$ cat src/rtl/fifo_write_arbiter.sv
`default_nettype none
// ============================================================================
// Module   : fifo_write_arbiter
// Brief    : Round-robin arbiter sharing one FIFO write port among producers.
//            Define FIFO_ARB_BURST_LOCK_EN to enable the per-owner burst lock.
// Revision : 1.0 - initial release
// ============================================================================

module fifo_write_arbiter #(
    parameter int no_of_requesters = 4,
    parameter int bits_per_word    = 8,
    parameter int max_burst        = 4
) (
    input  logic                                      clk,
    input  logic                                      areset,
    input  logic [no_of_requesters-1:0]               req,
    input  logic [no_of_requesters*bits_per_word-1:0] req_data,
    input  logic                                      full,
    output logic [no_of_requesters-1:0]               grant,
    output logic                                      write,
    output logic [bits_per_word-1:0]                  write_data,
    output logic                                      lock_active,
    output logic [$clog2(no_of_requesters)-1:0]       lock_owner
);

    localparam int c_IDX_W = $clog2(no_of_requesters);

    generate
        if (no_of_requesters < 2 || max_burst < 1) begin : g_param_check
            $error("fifo_write_arbiter: no_of_requesters must be >= 2 and max_burst >= 1");
        end
    endgenerate

    // Explicit wrap so non-power-of-two requester counts behave correctly.
    function automatic logic [c_IDX_W-1:0] wrap_inc(input logic [c_IDX_W-1:0] idx);
        logic [c_IDX_W-1:0] nxt;
        if (int'(idx) == no_of_requesters - 1) nxt = '0;
        else                                    nxt = idx + c_IDX_W'(1);
        return nxt;
    endfunction

    function automatic logic [c_IDX_W-1:0] rr_idx(input logic [c_IDX_W-1:0] base, input int k);
        int pos;
        pos = int'(base) + k;
        if (pos >= no_of_requesters) pos = pos - no_of_requesters;
        return c_IDX_W'(pos);
    endfunction

    logic [c_IDX_W-1:0] ptr_q;
    logic [c_IDX_W-1:0] ptr_d;
    logic [c_IDX_W-1:0] search_start;
    logic [c_IDX_W-1:0] sel_idx;
    logic [c_IDX_W-1:0] win_idx;
    logic               sel_found;
    logic               owner_hold;

    always_comb begin
        sel_found = 1'b0;
        sel_idx   = '0;
        for (int k = 0; k < no_of_requesters; k++) begin
            if (!sel_found && req[rr_idx(search_start, k)]) begin
                sel_found = 1'b1;
                sel_idx   = rr_idx(search_start, k);
            end
        end
    end

    always_comb begin
        grant = '0;
        if (!areset && !full && (owner_hold || sel_found)) begin
            grant[win_idx] = 1'b1;
        end
    end

    assign write = |grant;

    always_comb begin
        write_data = '0;
        for (int i = 0; i < no_of_requesters; i++) begin
            if (grant[i]) begin
                write_data = write_data | req_data[i*bits_per_word +: bits_per_word];
            end
        end
    end

`ifdef FIFO_ARB_BURST_LOCK_EN

    localparam int          c_CNT_W     = $clog2(max_burst + 1);
    localparam logic [0:0]  c_ST_IDLE   = 1'b0;
    localparam logic [0:0]  c_ST_LOCKED = 1'b1;

    logic [0:0]         state_q;
    logic [0:0]         state_d;
    logic [c_IDX_W-1:0] owner_q;
    logic [c_IDX_W-1:0] owner_d;
    logic [c_CNT_W-1:0] cnt_q;
    logic [c_CNT_W-1:0] cnt_d;

    // A locked owner that drops req releases the lock in the same cycle.
    assign owner_hold   = (state_q == c_ST_LOCKED) && req[owner_q];
    assign search_start = (state_q == c_ST_LOCKED) ? wrap_inc(owner_q) : ptr_q;
    assign win_idx      = owner_hold ? owner_q : sel_idx;

    always_ff @(posedge clk) begin
        if (areset) begin
            state_q <= c_ST_IDLE;
            ptr_q   <= '0;
            owner_q <= '0;
            cnt_q   <= '0;
        end else begin
            state_q <= state_d;
            ptr_q   <= ptr_d;
            owner_q <= owner_d;
            cnt_q   <= cnt_d;
        end
    end

    always_comb begin
        state_d = state_q;
        ptr_d   = ptr_q;
        owner_d = owner_q;
        cnt_d   = cnt_q;
        if (write) begin
            ptr_d = wrap_inc(win_idx);
            if (owner_hold) begin
                if (cnt_q == c_CNT_W'(max_burst - 1)) begin
                    state_d = c_ST_IDLE;
                    cnt_d   = '0;
                end else begin
                    cnt_d = cnt_q + c_CNT_W'(1);
                end
            end else if (max_burst == 1) begin
                state_d = c_ST_IDLE;
                cnt_d   = '0;
            end else begin
                state_d = c_ST_LOCKED;
                owner_d = win_idx;
                cnt_d   = c_CNT_W'(1);
            end
        end else if ((state_q == c_ST_LOCKED) && !full && !req[owner_q]) begin
            state_d = c_ST_IDLE;
            ptr_d   = wrap_inc(owner_q);
            cnt_d   = '0;
        end
    end

    always_comb begin
        lock_active = (state_q == c_ST_LOCKED);
        lock_owner  = owner_q;
    end

`else

    assign owner_hold   = 1'b0;
    assign search_start = ptr_q;
    assign win_idx      = sel_idx;

    always_ff @(posedge clk) begin
        if (areset) ptr_q <= '0;
        else        ptr_q <= ptr_d;
    end

    always_comb begin
        ptr_d = ptr_q;
        if (write) ptr_d = wrap_inc(win_idx);
    end

    always_comb begin
        lock_active = 1'b0;
        lock_owner  = '0;
    end

`endif

endmodule

`default_nettype wire

$ cat config.mk
export PLATFORM = sky130hd
export DESIGN_NAME = fifo_write_arbiter
export DESIGN_NICKNAME = d
export VERILOG_FILES = /design/src/rtl/fifo_write_arbiter.sv
export SDC_FILE = /design/constraint.sdc
export NUM_CORES = 1
export LEC_CHECK = 0
export CAP_MARGIN = 5
export CORE_AREA = 3 3 48 45
export DETAILED_ROUTE_END_ITERATION = 16
export DIE_AREA = 0 0 51 48
export GPL_TIMING_DRIVEN = 0
export HOLD_SLACK_MARGIN = 0.05
export PLACE_DENSITY = 0.82
export SETUP_SLACK_MARGIN = 0.4
export SLEW_MARGIN = 10
export SYNTH_ARGS = -nofsm -noshare
export SYNTH_HDL_FRONTEND = slang
export SYNTH_SLANG_ARGS = --single-unit
$ cat constraint.sdc
create_clock -name clk -period 4.2 [get_ports clk]
set_input_delay 0.84 -clock clk [delete_from_list [all_inputs] [get_ports clk]]
set_output_delay 0.84 -clock clk [all_outputs]
set_load 0.01 [all_outputs]
### Word level (Yosys, flattened, before mapping)

Index checks and enable logic that the tools add are counted.

* word-level logic and storage cells: 63
* input port bits: 39
* output and inout port bits: 16
* register bits after elaboration: 2

* add/sub/neg operators: 8
* reductions and logical operators: 12
* bitwise operators: 3
* equal/unequal tests: 1
* order comparisons: 10
* multiplexer cells: 28

Operator list (number)
* two-way mux 8 bit: 4
* OR 8 bit: 3
* two-way mux 2 bit: 9
* < comparator 2 x 3 -> 1 bit (second input constant): 5
* >= comparator 3 bit (second input constant): 3
* two-way mux 1 bit: 9
* binary-select mux 1 bit (select 2 bit): 4
* subtractor 2 x 1 -> 2 bit (second input constant): 4
* adder 2 x 2 -> 3 bit (second input constant): 2
* logical AND 1 bit: 6
* zero test 1 bit: 5
* two-way mux 4 bit: 1
* OR reduction 4 bit: 1
* adder 2 x 1 -> 3 bit (second input constant): 1
* >= comparator 2 x 3 -> 1 bit (second input constant): 1
* adder 2 x 1 -> 2 bit (second input constant): 1
* demux 1 bit (select 2 bit): 1
* == test 2 x 1 -> 1 bit (second input constant): 1
* >= comparator 2 x 1 -> 1 bit (second input constant): 1

### Longest topological paths before layout

* word-level depth: 26
* gate-level depth with buffers: 10
* gate-level depth less buffers: 9

### Least setup slack after synthesis

Ideal clock, no wire load.

* path kind: input -> output
* start point: input req[2]
* end point: output write
* required time: 3.360 ns
* path buffers: 1
* path slack: 1.256 ns
* stages: 8
* arrival: 2.104 ns
* cell sequence: inv_1 o22ai_1 a211oi_2 inv_1 ha_1 buf_2 nor4_4 nor4_4

* cells in the longest elaborated chain, start to end: 18
* elaborated cells on any way between the ends: 30
* classes of those cells: 2 x order compare; 19 x mux; 9 x reduce/logical

RTL lines
* from (decl): RTL line 16 `input logic [no_of_requesters-1:0] req,`
* binary-select mux 1 bit (select 2 bit): RTL line 61 `if (!sel_found && req[rr_idx(search_start, k)]) begin`
* two-way mux 1 bit (implied by the code): RTL line 61
* two-way mux 1 bit: RTL line 61
* zero test 1 bit: RTL line 61
* logical AND 1 bit: RTL line 61
* two-way mux 1 bit: RTL line 61
* zero test 1 bit: RTL line 61
* logical AND 1 bit: RTL line 61
* (+2 left out)
* logical AND 1 bit: RTL line 61
* two-way mux 2 bit: RTL line 61
* < comparator 2 x 3 -> 1 bit (implied by the code) or >= comparator 2 x 1 -> 1 bit (tied branches): RTL line 71 `grant[win_idx] = 1'b1;`
* logical AND 1 bit (implied by the code): RTL line 71
* two-way mux 1 bit (implied by the code): RTL line 71
* demux 1 bit (select 2 bit): RTL line 71
* two-way mux 4 bit *: RTL line 70 `if (!areset && !full && (owner_hold || sel_found)) begin`
* OR reduction 4 bit *: RTL line 75 `assign write = |grant;`
* to (decl): RTL line 20 `output logic write,`

Every way passes the cells marked *; elsewhere a longest branch is shown, timed or not. The select of a mux whose other input is x is not followed.

### Final worst setup path

* start point: input req[1]
* end point: output grant[0]

* cells in the longest elaborated chain, start to end: 17
* elaborated cells on any way between the ends: 29
* classes of those cells: 2 x order compare; 19 x mux; 8 x reduce/logical

RTL lines
* binary-select mux 1 bit (select 2 bit): RTL line 61
* two-way mux 1 bit (implied by the code): RTL line 61
* two-way mux 1 bit: RTL line 61
* zero test 1 bit: RTL line 61
* logical AND 1 bit: RTL line 61
* two-way mux 1 bit: RTL line 61
* zero test 1 bit: RTL line 61
* logical AND 1 bit: RTL line 61
* two-way mux 1 bit: RTL line 61
* zero test 1 bit: RTL line 61
* logical AND 1 bit: RTL line 61
* two-way mux 2 bit: RTL line 61
* < comparator 2 x 3 -> 1 bit (implied by the code) or >= comparator 2 x 1 -> 1 bit (tied branches): RTL line 71
* logical AND 1 bit (implied by the code): RTL line 71
* two-way mux 1 bit (implied by the code): RTL line 71
* demux 1 bit (select 2 bit): RTL line 71
* two-way mux 4 bit *: RTL line 70
* to (decl): RTL line 19 `output logic [no_of_requesters-1:0] grant,`

Marks and branches as above.

==> impl_metrics.csv <==
group,metric,value,unit
outcome,status,"finished clean",
grt,antenna_found_initial,0,
floorplanning,start_util,0.297,
floorplanning,io_pins,55,
synthesis,synth_cell_type_count,23,
setup_path,path_max_fanout,10,
pwr,pwr-share-clk,0.216,
sta,fin_crit,3550,ps
routing,wl_per_cell,14.0,um
final_layout,largest_reg_flops,2,
grt,grt_max_degree,11,
clock_network,ctsHoldBuffers,0,
routing,wirelength,2100,um
sta,period_share,0.846,
routing,viasPerCell,4.90,
routing,drc_errors,0,
grt,grt_pass1_vias,669,
synthesis,seq_area_frac_synth,0.0794,
job,cap_violations,0,
routing,drtIter0Drc,16,
clock_network,clk_pin_slew,30,ps
floorplanning,coreArea,1700,um^2
pwr,power_leakage,0.000520,uW
sta,setup_viol,0,
sta,report.final.slew_viol_count,0,
pwr,peakVddDrop,178,uV
clock_network,clkSinkCount,2,
grt,grt_first_pass_wirelength,2970,um
clock_network,max-clock-path-buffers,2,
final_layout,top_regs,"ptr_q (2)",
setup_path,cp-end-kind,"primary output",
synthesis,yosysWarnings,0,
clock_network,numCtsBuffers,3,
synthesis,synth_area_per_cell,7.64,um^2
final_layout,syn_to_final_growth,121,%
setup_path,startpoint_type,"input pin",
final_layout,regMostFlops,"ptr_q",
pwr,seq_power_share,0.113,
setup_path,cp.required,3360,ps
sta,clock_skew,3.84,ps
worst_hold_path,worst_hold_path_type,"reg -> reg",
final_layout,nets,171,
clock_network,htreeDepth,1,
final_layout,final_cell_mix,"35 x clkdlybuf4s50_1, 14 x a22oi_1, 12 x dlygate4sd2_1, 11 x buf_4, 10 x a21oi_1",
final_layout,final_common_cell,"clkdlybuf4s50_1",
final_layout,drive_gt1_frac,0.183,
placement,hpwl,1590,um
floorplanning,dieArea,2450,um^2
final_layout,post-route-util,0.655,
clock_network,cts_root_buffer,"clkbuf_4",
sta,fin_setup_tns,0,ps
clock_network,cts_tree,"built",
setup_path,critPathKind,"in -> out",
pwr,p_comb_frac,0.672,
floorplanning,die_x,51,um
setup_path,critPathArrivalTime,2710,ps
sta,max_freq,281,MHz
grt,grtUsageTotal,0.161,
pwr,p_per_area,183,nW/um^2
pwr,p_switching,72.6,uW
synthesis,netlist_area,504,um^2
synthesis,ys_seq_elements,2,
sta,finalHoldViolCount,0,
floorplanning,num_rows,14,
floorplanning,die_height,48,um
routing,drtPass1Iterations,4,
pwr,power.internal,131,uW
final_layout,n_antenna_cell,0,
grt,grt_overflow,0,
synthesis,syn_inst,66,
routing,final_antenna_net_count,0,
routing,num_vias,735,
placement,place.gp.congestion,0.700,
clock_network,clkLatencyLatePin,230,ps
sta,rsz0062_at_grt,"no",
placement,numPortBuffers,51,
pwr,swShare,0.357,
critical path: stages:
cell	delay [ps]
dlygate4sd2_1	280
nand2b_1	130
a21oi_1	70
a211oi_2	290
inv_1	110
ha_1	210
buf_4	180
and2_1	140
clkdlybuf4s50_1	470
area by class of cell:
| class | instances | area [um^2] |
|---|---|---|
| Sequential cell | 2 | 40.0 |
| Buffer | 8 | 60.1 |
| Fill cell | 158 | 587 |
| Clock buffer | 3 | 22.5 |
| Inverter | 4 | 15.0 |
| Tap cell | 24 | 30.0 |
| Timing Repair Buffer | 55 | 528 |
| Multi-Input combinational cell | 54 | 417 |
worst paths after layout:
path / slack, ps / depth (start not counted) / end / startpoint
worst max-delay path: 650 / 9 / grant[0] / req[1]
worst min-delay path: 540 / 2 / ptr_q[0] / ptr_q[0]
worst max register to register: 2090 / 10 / ptr_q[1] / ptr_q[0]
worst min register to register: 540 / 2 / ptr_q[0] / ptr_q[0]
power groups by stage:
stage / Clock, uW / Sequential, uW / Combinational, uW
finish: 43.9 / 22.9 / 137
global route: 49.5 / 23.4 / 149
CTS: 47.0 / 22.8 / 133
detailed placement: 0 / 23.0 / 130
global placement: 0 / 22.9 / 128
floorplan: 0 / 22.6 / 64.8
layer usage:
layer	wire (um)	track usage	up-vias
met1	787	0.177	334
met2	1080	0.303	35
met4	24	0.0645	0
met3	205	0.0405	2
li1	-	-	364
met5	0	0	-
kinds of logic after synthesis:
family | Yosys count | synth area share
buffers and inverters | 12 | 0.129
other | 1 | 0.00744
and+or+nand+nor | 15 | 0.243
AOI/OAI and AO/OA | 31 | 0.422
adders and majority gates | 4 | 0.0993
DFF | 2 | 0.0794
muxes | 1 | 0.0199
cell usage after synthesis (all sizes together):
library cell / count / share of area
a21o: 1 / 0.015
clkbuf: 1 / 0.0099
o22ai: 1 / 0.012
nor2: 3 / 0.022
nor4: 3 / 0.11
a211oi: 2 / 0.040
o22a: 1 / 0.017
nor3: 1 / 0.0099
buf: 7 / 0.089
inv: 4 / 0.030
and2: 4 / 0.050
conb: 1 / 0.0074
or3: 1 / 0.012
and2b: 1 / 0.015
ha: 4 / 0.099
mux2i: 1 / 0.020
a22oi: 16 / 0.24
dfxtp: 2 / 0.079
a21oi: 10 / 0.099
nand2b: 2 / 0.025
per-stage QoR:
| step | hold WS (ps) | setup slack, ps | std cells | cell area, um^2 | power [uW] |
|---|---|---|---|---|---|
| 6_report | 536 | 647 | 150 | 1110 | 204 |
| 3_5_place_dp | 527 | 27.7 | 143 | 1050 | 153 |
| 3_3_place_gp | 518 | 67.4 | 143 | 1050 | 151 |
| 4_1_cts | 532 | 368 | 149 | 1090 | 203 |
| 2_1_floorplan | 493 | 1260 | 68 | 512 | 87.4 |
| 5_1_grt | 590 | 519 | 150 | 1110 | 222 |
timing repair:
item / in CTS / in global routing
buffers inserted: 3 / 1
setup endpoints to repair: 13 / 11
resized for setup: 17 / 8
pin swaps: 1 / 2
Note: power is estimated with default switching activity, not from simulation.
